File: config.mk
export PLATFORM = sky130hd
export DESIGN_NAME = cla_serial_seq
export DESIGN_NICKNAME = d
export VERILOG_FILES = /design/src/rtl/cla_serial_seq.sv
export SDC_FILE = /design/constraint.sdc
export NUM_CORES = 1
export LEC_CHECK = 0
export CAP_MARGIN = 20
export CORE_MARGIN = 1.5
export CORE_UTILIZATION = 46
export CTS_CLUSTER_SIZE = 12
export DETAILED_ROUTE_END_ITERATION = 8
export GPL_TIMING_DRIVEN = 0
export PLACE_DENSITY = 0.73
export RECOVER_POWER = 100
export SKIP_CTS_REPAIR_TIMING = 1
export SYNTH_ARGS = -nofsm -noshare
export SYNTH_HDL_FRONTEND = slang
export SYNTH_SLANG_ARGS = --single-unit
File: constraint.sdc
create_clock -name clk_i -period 2.9 [get_ports clk_i]
set_input_delay 0.29 -clock clk_i [delete_from_list [all_inputs] [get_ports clk_i]]
set_output_delay 0.29 -clock clk_i [all_outputs]
set_load 0.02 [all_outputs]
File: src/rtl/cla_serial_seq.sv
// Nibble-serial WIDTH-bit adder: one shared 4-bit carry-lookahead unit processes
// one nibble per clock, LSB first, behind valid/ready handshakes on both sides.

module cla_clu4 (
    input  logic [3:0] g,
    input  logic [3:0] p,
    input  logic       c_in,
    output logic [3:0] c
);
    assign c[0] = g[0] | (p[0] & c_in);
    assign c[1] = g[1] | (p[1] & g[0]) | (p[1] & p[0] & c_in);
    assign c[2] = g[2] | (p[2] & g[1]) | (p[2] & p[1] & g[0])
                | (p[2] & p[1] & p[0] & c_in);
    assign c[3] = g[3] | (p[3] & g[2]) | (p[3] & p[2] & g[1])
                | (p[3] & p[2] & p[1] & g[0])
                | (p[3] & p[2] & p[1] & p[0] & c_in);
endmodule

module cla_serial_seq #(
    parameter int WIDTH = 32
) (
    input  logic             clk_i,
    input  logic             rst_i,
    input  logic [WIDTH-1:0] a_i,
    input  logic [WIDTH-1:0] b_i,
    input  logic             carry_i,
    input  logic             valid_i,
    output logic             ready_o,
    output logic [WIDTH-1:0] sum_o,
    output logic             carry_o,
    output logic             overflow_o,
    output logic             valid_o,
    input  logic             ready_i,
    output logic             busy_o
);
    localparam int NIBBLES = WIDTH / 4;
    localparam int CW      = (NIBBLES > 1) ? $clog2(NIBBLES) : 1;
    localparam logic [CW-1:0] LAST = CW'(NIBBLES - 1);

    typedef enum logic [1:0] {IDLE, RUN, DONE} state_t;

    state_t           state_q, state_d;
    logic [CW-1:0]    cnt_q;
    logic [WIDTH-1:0] a_q, b_q, sum_q;
    logic             carry_q, carry_out_q, overflow_q;

    logic [3:0] a_nib, b_nib, g, p, c, sum_nib;
    logic       accept;

    assign accept  = (state_q == IDLE) & valid_i;
    assign a_nib   = a_q[{cnt_q, 2'b00} +: 4];
    assign b_nib   = b_q[{cnt_q, 2'b00} +: 4];
    assign g       = a_nib & b_nib;
    assign p       = a_nib ^ b_nib;
    assign sum_nib = p ^ {c[2:0], carry_q};

    cla_clu4 u_clu (
        .g    (g),
        .p    (p),
        .c_in (carry_q),
        .c    (c)
    );

    always_ff @(posedge clk_i or posedge rst_i) begin
        if (rst_i) state_q <= IDLE;
        else       state_q <= state_d;
    end

    always_comb begin
        state_d = state_q;
        case (state_q)
            IDLE:    if (valid_i)        state_d = RUN;
            RUN:     if (cnt_q == LAST)  state_d = DONE;
            DONE:    if (ready_i)        state_d = IDLE;
            default:                     state_d = IDLE;
        endcase
    end

    // Running carry chains nibble to nibble; final flags latch on the last nibble
    // and hold until the next operation finishes its own last nibble.
    always_ff @(posedge clk_i or posedge rst_i) begin
        if (rst_i) begin
            cnt_q       <= '0;
            a_q         <= '0;
            b_q         <= '0;
            sum_q       <= '0;
            carry_q     <= 1'b0;
            carry_out_q <= 1'b0;
            overflow_q  <= 1'b0;
        end else if (accept) begin
            a_q     <= a_i;
            b_q     <= b_i;
            carry_q <= carry_i;
            cnt_q   <= '0;
        end else if (state_q == RUN) begin
            sum_q[{cnt_q, 2'b00} +: 4] <= sum_nib;
            carry_q <= c[3];
            cnt_q   <= cnt_q + 1'b1;
            if (cnt_q == LAST) begin
                carry_out_q <= c[3];
                overflow_q  <= c[3] ^ c[2];
            end
        end
    end

    assign ready_o    = (state_q == IDLE);
    assign valid_o    = (state_q == DONE);
    assign busy_o     = (state_q != IDLE);
    assign sum_o      = sum_q;
    assign carry_o    = carry_out_q;
    assign overflow_o = overflow_q;
endmodule
======== Yosys cells after proc, flatten, opt, wreduce, memory -nomap -nowiden ========
Cells that the tools add are included.
cells by class
  $add $sub $neg .......................... 2
  equal/unequal tests ..................... 6
  shift-type cells ........................ 4
  multiplexer cells ....................... 9
  bitwise gates (word level) .............. 32
  reduce and logical (&&, ||, !) cells .... 6
operators by type and width
  operator                                                                 count
  32-bit by 6-bit variable part select with 4-bit output                   2
  32-bit bitwise mux                                                       1
  4-bit by 7-bit variable shift with 32-bit output (first input constant)  1
  4-bit by 7-bit variable part select with 32-bit output                   1
  1-bit bitwise AND                                                        17
  1-bit OR                                                                 10
  4-bit bitwise XOR                                                        2
  5-bit negator with 7-bit output                                          1
  2-bit 2-to-1 mux                                                         3
  3-bit 2-to-1 mux                                                         2
  2-bit case mux with 3 select lines                                       1
  3-bit AND reduction                                                      2
  4-bit bitwise AND                                                        1
  2-bit != test (second input constant)                                    2
  2-bit nonzero test                                                       2
  3-bit by 1-bit adder with 3-bit output (second input constant)           1
  3-bit equality test (second input constant)                              1
  2-bit by 1-bit equality test with 1-bit output (second input constant)   1
  2-bit equality test (second input constant)                              1
  2-bit logical NOT                                                        1
  1-bit 2-to-1 mux                                                         2
  2-bit by 1-bit != test with 1-bit output (second input constant)         1
  2-bit AND reduction                                                      1
  1-bit NOT                                                                1
  1-bit bitwise XOR                                                        1
storage, ports and cells
  bits in registers ....................... 104
  input bits .............................. 69
  logic and storage cells ................. 67

======== Depth between registers and ports, before layout ========
Gate-level depths: netlist of the first run.
  depth after elaboration ................. 9
  gate-level depth with buffers ........... 10

======== Hierarchy ========
From an unflattened synthesis of the first run, not the netlist that was laid out.
unflattened totals
  cells, all modules ...................... 334
  area, all modules ....................... 5118.7 µm²
modules (own cells, without submodules)
  module          times used  cells each  area an instance (µm²)
  cla_serial_seq  1           329         5079.9
  cla_clu4        1           5           38.8

======== Worst setup path after synthesis of the first run ========
No wires, ideal clock.
  path type ............................... register -> register
  start point ............................. reg cnt_q[0]
  end point ............................... reg sum_q[3], in the netlist sum_o[3]
  setup time .............................. 0.125 ns
  arrival time ............................ 2.525 ns
  required time ........................... 2.775 ns
  setup slack ............................. 0.251 ns
  stages on the path, launching flop included .. 10
  buffers on the path ..................... 1
  cells stage by stage .................... dfrtp_1 buf_2 mux4_2 nand2_1 nand2_1 ha_1 a211o_1 a21oi_4 xnor2_1 mux2_2
between the ends
  cells in the longest elaborated chain, start to end .. 9
  elaborated cells on any way between the ends .. 24
RTL lines
  item                                                                       RTL line  text
  start: declaration                                                         43        logic [CW-1:0] cnt_q;
  start signal: assignment                                                   98        cnt_q <= cnt_q + 1'b1;
  32-bit by 6-bit variable part select with 4-bit output (on tied branches)  51, 52
  4-bit bitwise XOR / 4-bit bitwise AND (equally long branches)              54, 53
  1-bit bitwise AND (on tied branches)                                       12, 13
  1-bit OR, or another cell as far along                                     12        assign c[2] = g[2] | (p[2] & g[1]) | (p[2] & p[1] & g[0])
  1-bit OR / 1-bit bitwise AND (equally long branches)                       12, 13
  1-bit OR                                                                   13        | (p[2] & p[1] & p[0] & c_in);
  4-bit bitwise XOR                                                          55        assign sum_nib = p ^ {c[2:0], carry_q};
  4-bit by 7-bit variable part select with 32-bit output                     96        sum_q[{cnt_q, 2'b00} +: 4] <= sum_nib;
  32-bit bitwise mux (*)                                                     96
  end signal: indexed assignment                                             96
  end: declaration                                                           44        logic [WIDTH-1:0] a_q, b_q, sum_q;
Mark *: on every way between the ends. The rest lies on a longest branch, timed or not.
A chain may end at the register's enable or synchronous reset.

======== Final worst setup path of the first run ========
Same ends and word-level chain as after synthesis.

==> flow_metrics.py, run 1 <==
metrics = {
    "worst_hold_path": {
        "instance_count_along_the_most_critical_hold_path": 3,
        "hold_path.class": "in -> reg",
        "hp_start": "b_i[29]",
        "min_to": "b_q[29]",
    },
    "clocking": {
        "cts-root-buf": "sky130_fd_sc_hd__clkbuf_8",
        "tritoncts_clock_tree": "done",
        "tritoncts_num_sinks": 104,
        "cts_buffers": 9,
        "ctsHtreeMaxLevel": 3,
        "clock_path_buffers": 2,
        "clk_transition_reported_paths_ns": 0.10,
        "worst_skew_late_latency_ns": 0.37,
    },
    "logic_synthesis": {
        "synth.ff_latch_count": 104,
        "syn-num-nets": 573,
        "yosys-top-cells-count": "sky130_fd_sc_hd__nand2_1, sky130_fd_sc_hd__dfrtp_1, sky130_fd_sc_hd__mux4_2",
        "main_combinational_cell_family_by_area_after_synthesis": "simple AND/OR/NAND/NOR gates",
        "post_synth_mux_area_share": 0.109,
        "postSynth.topFlopCell": "sky130_fd_sc_hd__dfrtp_1",
        "postSynthAreaPerCell_um2": 9.81,
        "synth_top_cell_area_share": 0.540,
        "yosysMostFrequentCell": "sky130_fd_sc_hd__nand2_1",
        "synth_cells": 491,
        "fraction_of_registers_with_async_set_reset": 1.00,
        "synthTopCellsByArea": "sky130_fd_sc_hd__dfrtp_1, sky130_fd_sc_hd__nand2_1, sky130_fd_sc_hd__mux4_2",
        "synth_simple_gate_area_share": 0.231,
        "synthDistinctLibCells": 41,
        "complex_gate_fraction_of_the_synthesized_area": 0.0470,
        "yosys_warnings": 0,
        "seq_area_frac_synth": 0.540,
        "yosys.area.top_type": "sky130_fd_sc_hd__dfrtp_1",
        "synth_enable_flop_cells": 0,
        "post_synthesis_share_of_cell_area_spent_on_xor_and_xnor_gates": 0.00909,
        "syn_area_um2": 4820,
        "post_synth_fa_ha_maj_area_fraction": 0.0353,
    },
    "pwr": {
        "power.switching_fraction": 0.425,
        "switching_power_uw": 3250,
        "vdd_ir_drop_max_uv": 672,
        "clockPowerShare": 0.119,
        "static-leakage-power_uw": 0.00304,
        "share_comb_of_total_power": 0.558,
        "pint_uw": 4390,
        "portion_of_total_power_attributed_to_sequential_cells": 0.324,
        "power_per_cell_area_nw_per_um2": 1210,
    },
    "global_route": {
        "total_routing_resource_utilization_after_global_routing": 0.208,
        "grt_max_degree": 43,
        "grt-busiest-layer": "met2",
        "initial_antenna_violation_count": 0,
        "grt_pass1_wl_um": 18100,
        "gr-total-overflow": 0,
        "grt_use_met2": 0.345,
        "number_of_global_route_vias_before_repair": 3799,
        "groute.layer.met3.usage": 0.0291,
        "groute.layer.met1.usage": 0.275,
    },
    "cells_and_area": {
        "final-instance-count-excl-fill": 752,
        "final_net_count": 693,
        "area_growth_from_synthesis_to_layout_pct": 31.3,
        "post_route_cells_drive_above_1_share": 0.120,
        "diodes": 0,
    },
    "floorplan": {
        "row_count": 37,
        "die_y_um": 105,
        "die-area_um2": 11100,
        "core-area_um2": 10200,
        "chipWidth_um": 105,
        "io_pins": 106,
        "initial_core_util": 0.471,
    },
    "drt": {
        "vias": 3774,
        "dr.pass1.iters": 4,
        "avgViaCountPerCell": 5.02,
        "avgRoutedWirePerCell_um": 14.8,
        "drt_iter0_drc": 137,
        "final_antenna_net_count": 0,
        "routed_wirelength_um": 11200,
        "remaining_drc_errors": 0,
    },
    "setup_path": {
        "critPathMaxFanout": 10,
        "critical_path.endpoint_type": "flip-flop",
        "worst_r2r_dst": "sum_o[3]",
        "start_to_end_type_of_the_worst_setup_path": "reg -> reg",
        "critical_path.reg2reg.startpoint": "cnt_q[0]",
        "critPathRequiredTime_ns": 3.16,
        "setup.reg_to_reg.worst_slack_ns": 0.09,
        "cp.arrival_ns": 3.06,
        "crit_start_category": "flip-flop",
        "worst-r2r-cell-count": 9,
    },
    "sta": {
        "timing_limited_maximum_frequency_ghz": 0.356,
        "finalWorstPathRequiredPeriod_ns": 2.81,
        "setup_viol": 0,
        "max-slew-margin-rel": 0.195,
        "worst_clock_skew_ns": 0.0131,
        "final_max_slew_viol_count": 0,
        "final.hold.worst_slack_ns": 0.442,
        "hold_violations": 0,
        "final_min_period_over_clock_period": 0.967,
        "tightest_slew_ns": 1.20,
        "setup_total_negative_slack_ns": 0,
        "rsz0062_at_grt": "true",
    },
    "place": {
        "place.gp.congestion": 0.825,
        "place_hpwl_um": 8400,
        "port_buf_inserts": 105,
        "post-place-cells": 734,
    },
    "status": {
        "status": "finished, final reports clean",
    },
    "flow_run": {
        "maximum_capacitance_violations": 0,
    },
}
[registers in the layout, summed over array words and instances (netlist names)]
| register | flops |
|---|---|
| overflow_o | 1 |
| b_q | 32 |
| cnt_q | 3 |
| carry_q | 1 |
| sum_o | 32 |
| carry_o | 1 |
| a_q | 32 |
| state_q | 2 |
[how the worst max path moves through the flow]
stage,startpoint,end,slack (ns),cells past startpoint
final,cnt_q[0],sum_o[3],0.09,9
after floorplan,cnt_q[0],sum_o[3],0.25,9
after CTS,cnt_q[1],sum_o[5],-0.34,9
after global routing,cnt_q[0],sum_o[19],-0.03,9
after detailed placement,cnt_q[1],sum_o[5],-0.29,9
after global placement,cnt_q[1],sum_o[25],-0.25,9
[final cells by class]
cell class | instances | area, µm²
Buffer | 21 | 136
Clock buffer | 11 | 141
Clock inverter | 5 | 56.3
Fill cell | 867 | 3910
Inverter | 9 | 35.0
Multi-Input combinational cell | 357 | 2100
Sequential cell | 104 | 2610
Tap cell | 136 | 170
Timing Repair Buffer | 109 | 1080
[metal layers]
metal  wire length (µm)  vias up  part of all wire
li1                   -     1848                 -
met1               4920     1801              0.44
met2               5610      111              0.50
met3                461       14             0.041
met4                177        0             0.016
met5                  0        -                 0
[worst max-delay path, cell delays in order (launching register included)]
cell and delay (ns):
sky130_fd_sc_hd__dfrtp_2 0.46, sky130_fd_sc_hd__buf_12 0.18, sky130_fd_sc_hd__mux4_2 0.52, sky130_fd_sc_hd__nand2_1 0.10, sky130_fd_sc_hd__nand2_2 0.11, sky130_fd_sc_hd__ha_1 0.33
sky130_fd_sc_hd__a211o_1 0.30, sky130_fd_sc_hd__a21oi_4 0.24, sky130_fd_sc_hd__xnor2_1 0.17, sky130_fd_sc_hd__mux2_2 0.28
[stage by stage]
step	instance area, µm²	power [µW]	setup WS [ns]	utilization
2_1_floorplan	4820	5180	0.251	-
3_3_place_gp	6040	6380	-0.251	0.591
4_1_cts	6280	7460	-0.342	0.614
3_5_place_dp	6080	6540	-0.295	0.594
6_report	6320	7630	0.0943	0.618
5_1_grt	6320	8180	-0.0280	0.618
[power groups by stage]
stage	Sequential (µW)	Combinational, µW	Clock, µW
after floorplan	2600	2590	0
after global placement	2450	3940	0
after detailed placement	2490	4050	0
after CTS	2460	4080	926
after global routing	2540	4650	985
final	2470	4260	907
[cells in the final DEF, fill, tap and decap left out, types with 2 or more instances in the layout]
cell	Yosys	layout
sky130_fd_sc_hd__o2bb2ai_1	2	2
sky130_fd_sc_hd__a22o_1	2	2
sky130_fd_sc_hd__mux4_2	16	16
sky130_fd_sc_hd__dfrtp_1	104	102
sky130_fd_sc_hd__or3_1	2	2
sky130_fd_sc_hd__clkinv_2	0	2
sky130_fd_sc_hd__clkdlybuf4s50_1	0	104
sky130_fd_sc_hd__buf_6	0	2
sky130_fd_sc_hd__nand2_1	241	240
sky130_fd_sc_hd__a21oi_1	3	3
sky130_fd_sc_hd__mux2_2	12	12
sky130_fd_sc_hd__inv_1	8	7
sky130_fd_sc_hd__nand2b_1	2	2
sky130_fd_sc_hd__nand4_1	3	3
sky130_fd_sc_hd__ha_1	12	12
sky130_fd_sc_hd__buf_2	12	9
sky130_fd_sc_hd__xnor2_2	0	3
sky130_fd_sc_hd__nor2_1	10	10
sky130_fd_sc_hd__buf_4	2	3
sky130_fd_sc_hd__clkbuf_2	0	2
sky130_fd_sc_hd__clkbuf_8	0	10
sky130_fd_sc_hd__clkbuf_1	7	8
sky130_fd_sc_hd__o31ai_1	6	5
sky130_fd_sc_hd__nor3b_1	1	2
sky130_fd_sc_hd__nor3_1	3	3
sky130_fd_sc_hd__nand3_1	3	3
sky130_fd_sc_hd__dfrtp_2	0	2
sky130_fd_sc_hd__mux2i_1	3	3
sky130_fd_sc_hd__nand4b_1	3	3
sky130_fd_sc_hd__o21ai_0	13	13
[logic make-up after synthesis]
kind of cell,count (synthesis)
AO/OA/AOI/OAI,33
buffers and inverters,30
XOR/XNOR,5
adder cells (fa/ha/maj),13
AND/OR/NAND/NOR,275
flip-flops,104
multiplexers,31
Note: power is estimated with default switching activity, not from simulation.
==> inputs of run 2 (changes only) <==
--- a/config.mk
+++ b/config.mk
@@ -6,6 +6,7 @@
 export NUM_CORES = 1
 export LEC_CHECK = 0
 export CAP_MARGIN = 20
+export CORE_ASPECT_RATIO = 0.7
 export CORE_MARGIN = 1.5
 export CORE_UTILIZATION = 46
 export CTS_CLUSTER_SIZE = 12
==> run 2 against run 1 <==
Clock skew down 0.0064 ns. Design area up 3.2%. Non-clock buffer count up 5. Fmax up 1.1%. Die area about the same. Routed wire length up 8.4%. Final cell count up 0.13%. Highest routed layer unchanged.
==> flow_metrics.py, run 2 (same netlist as run 1, synthesis figures left out) <==
metrics = {
    "setup_path": {
        "crit_start_category": "flip-flop",
        "start_to_end_type_of_the_worst_setup_path": "reg -> reg",
        "critical_path.max_stage_delay_ns": 0.49,
        "critical_path.endpoint_type": "flip-flop",
        "critical_path.cell_chain": "buf_12 -> buf_4 -> mux4_2 -> nand2_1 -> nand2_1 -> ha_1 -> o21a_1 -> a21oi_4 -> xnor2_1 -> mux2_2",
        "critPathMaxFanout": 9,
        "cp_common_cell": "sky130_fd_sc_hd__nand2_1",
        "worst_path_max_delay_cell": "sky130_fd_sc_hd__mux4_2",
        "cp.arrival_ns": 3.01,
        "critical-path-top-delay-family": "multiplexers",
        "worst-path-buf-inv": 2,
        "critPathRequiredTime_ns": 3.13,
    },
    "worst_hold_path": {
        "hold_path.class": "in -> reg",
    },
    "sta": {
        "setup_viol": 0,
        "rsz0062_at_grt": "false",
        "final_max_slew_viol_count": 0,
        "setup_ws_ns": 0.124,
        "finalWorstPathRequiredPeriod_ns": 2.78,
        "max-slew-margin-rel": 0.0434,
        "setup_total_negative_slack_ns": 0,
        "worst_clock_skew_ns": 0.00667,
        "timing_limited_maximum_frequency_ghz": 0.360,
        "final_min_period_over_clock_period": 0.957,
        "tightest_slew_ns": 1.43,
        "hold_violations": 0,
    },
    "pwr": {
        "clockPowerShare": 0.171,
        "switching_power_uw": 3440,
        "share_comb_of_total_power": 0.531,
        "power.switching_fraction": 0.416,
        "power_per_cell_area_nw_per_um2": 1270,
        "portion_of_total_power_attributed_to_sequential_cells": 0.298,
        "vdd_ir_drop_max_uv": 694,
        "static-leakage-power_uw": 0.00321,
        "pint_uw": 4830,
    },
    "clocking": {
        "cts-root-buf": "sky130_fd_sc_hd__clkbuf_16",
        "ctsHtreeMaxLevel": 3,
        "tritoncts_clock_tree": "done",
        "clk_transition_reported_paths_ns": 0.07,
        "worst_skew_late_latency_ns": 0.35,
        "clock_path_buffers": 2,
        "tritoncts_num_sinks": 104,
        "cts_buffers": 9,
    },
    "global_route": {
        "initial_antenna_violation_count": 0,
        "grt_pass1_wl_um": 19100,
        "gr-total-overflow": 0,
        "grt_max_degree": 40,
        "number_of_global_route_vias_before_repair": 3812,
        "total_routing_resource_utilization_after_global_routing": 0.226,
    },
    "floorplan": {
        "die_y_um": 88.6,
        "initial_core_util": 0.469,
        "core-area_um2": 10300,
        "die-area_um2": 11100,
        "chipWidth_um": 125,
        "io_pins": 106,
        "row_count": 31,
    },
    "drt": {
        "drt_iter0_drc": 287,
        "dr.pass1.iters": 4,
        "routed_wirelength_um": 12100,
        "vias": 3894,
        "final_antenna_net_count": 0,
        "avgViaCountPerCell": 5.17,
        "remaining_drc_errors": 0,
        "avgRoutedWirePerCell_um": 16.1,
    },
    "cells_and_area": {
        "final_net_count": 698,
        "area_growth_from_synthesis_to_layout_pct": 35.5,
        "finalInstanceArea_um2": 6530,
        "most-common-layout-cells": "sky130_fd_sc_hd__nand2_1, sky130_fd_sc_hd__dfrtp_1, sky130_fd_sc_hd__clkdlybuf4s50_1, sky130_fd_sc_hd__dlygate4sd3_1, sky130_fd_sc_hd__mux4_2",
        "n_fill_cell": 822,
        "layout_commonest_cell": "sky130_fd_sc_hd__nand2_1",
        "post_route_cells_drive_above_1_share": 0.122,
        "diodes": 0,
    },
    "place": {
        "place.gp.congestion": 0.818,
        "post_dp_cell_area_um2": 6080,
        "place_hpwl_um": 8650,
        "port_buf_inserts": 105,
        "dp_worst_setup_slack_ns": -0.378,
    },
    "status": {
        "status": "finished, final reports clean",
    },
    "flow_run": {
        "maximum_capacitance_violations": 0,
    },
}
-- run 2: changes by cell type in the layout (fill, tap and decap cells not counted), moves of 2 or more --
| cell | change |
|---|---|
| sky130_fd_sc_hd__clkbuf_16 | +9 |
| sky130_fd_sc_hd__clkdlybuf4s50_1 | -37 |
| sky130_fd_sc_hd__bufinv_16 | +2 |
| sky130_fd_sc_hd__clkbuf_8 | -10 |
| sky130_fd_sc_hd__inv_6 | +3 |
| sky130_fd_sc_hd__buf_2 | -4 |
| sky130_fd_sc_hd__clkinv_2 | -2 |
| sky130_fd_sc_hd__buf_4 | +3 |
| sky130_fd_sc_hd__dlygate4sd3_1 | +37 |
| sky130_fd_sc_hd__clkbuf_1 | +4 |
-- run 2: final timing paths --
| check | start | to | slack (ns) | cells after the start |
|---|---|---|---|---|
| max | cnt_q[0] | sum_o[19] | 0.12 | 10 |
| min | a_i[5] | a_q[5] | 0.46 | 3 |
| max reg2reg | cnt_q[0] | sum_o[19] | 0.12 | 10 |
| min reg2reg | a_q[11] | a_q[11] | 0.47 | 2 |
| max in group asynchronous | rst_i | b_q[21] | 0.45 | 4 |
| min in group asynchronous | rst_i | sum_o[7] | 0.71 | 2 |
-- run 2: final cells by class --
cell class / count / area, µm² / area share
clock inverter: 7 / 124 / 0.0190
multi-input combinational: 357 / 2110 / 0.324
timing repair buffer: 114 / 1120 / 0.171
sequential: 104 / 2610 / 0.399
buffer: 21 / 140 / 0.0215
tap: 132 / 165 / 0.0253
clock buffer: 9 / 225 / 0.0345
inverter: 9 / 38.8 / 0.00594
-- run 2: tightest hold or removal path: stages --
cell and delay, ns:
sky130_fd_sc_hd__clkdlybuf4s50_1 0.39, sky130_fd_sc_hd__nand2_1 0.05, sky130_fd_sc_hd__nand2_1 0.04
-- run 2: through the flow --
step	instances	total power [µW]	hold slack (ns)	util
2_1_floorplan	491	5180	0.395	-
3_3_place_gp	728	6430	0.451	0.587
3_5_place_dp	730	6590	0.457	0.591
4_1_cts	746	8030	0.426	0.625
5_1_grt	753	8830	0.461	0.635
6_report	753	8270	0.459	0.635
-- run 2: layer usage --
metal  up-vias  part of all wire  GRT usage
met5         -                 0          0
met4         0            0.0078     0.0465
met3        12             0.051     0.0647
met2       113              0.48      0.374
met1      1911              0.46      0.305
li1       1858                 -          -
-- run 2: power groups by stage --
stage	sequential, µW	combinational (µW)	clock (µW)
after floorplan	2600	2590	0
after global placement	2450	3970	0
after detailed placement	2490	4100	0
after CTS	2470	4130	1430
after global routing	2540	4800	1490
final	2460	4400	1410
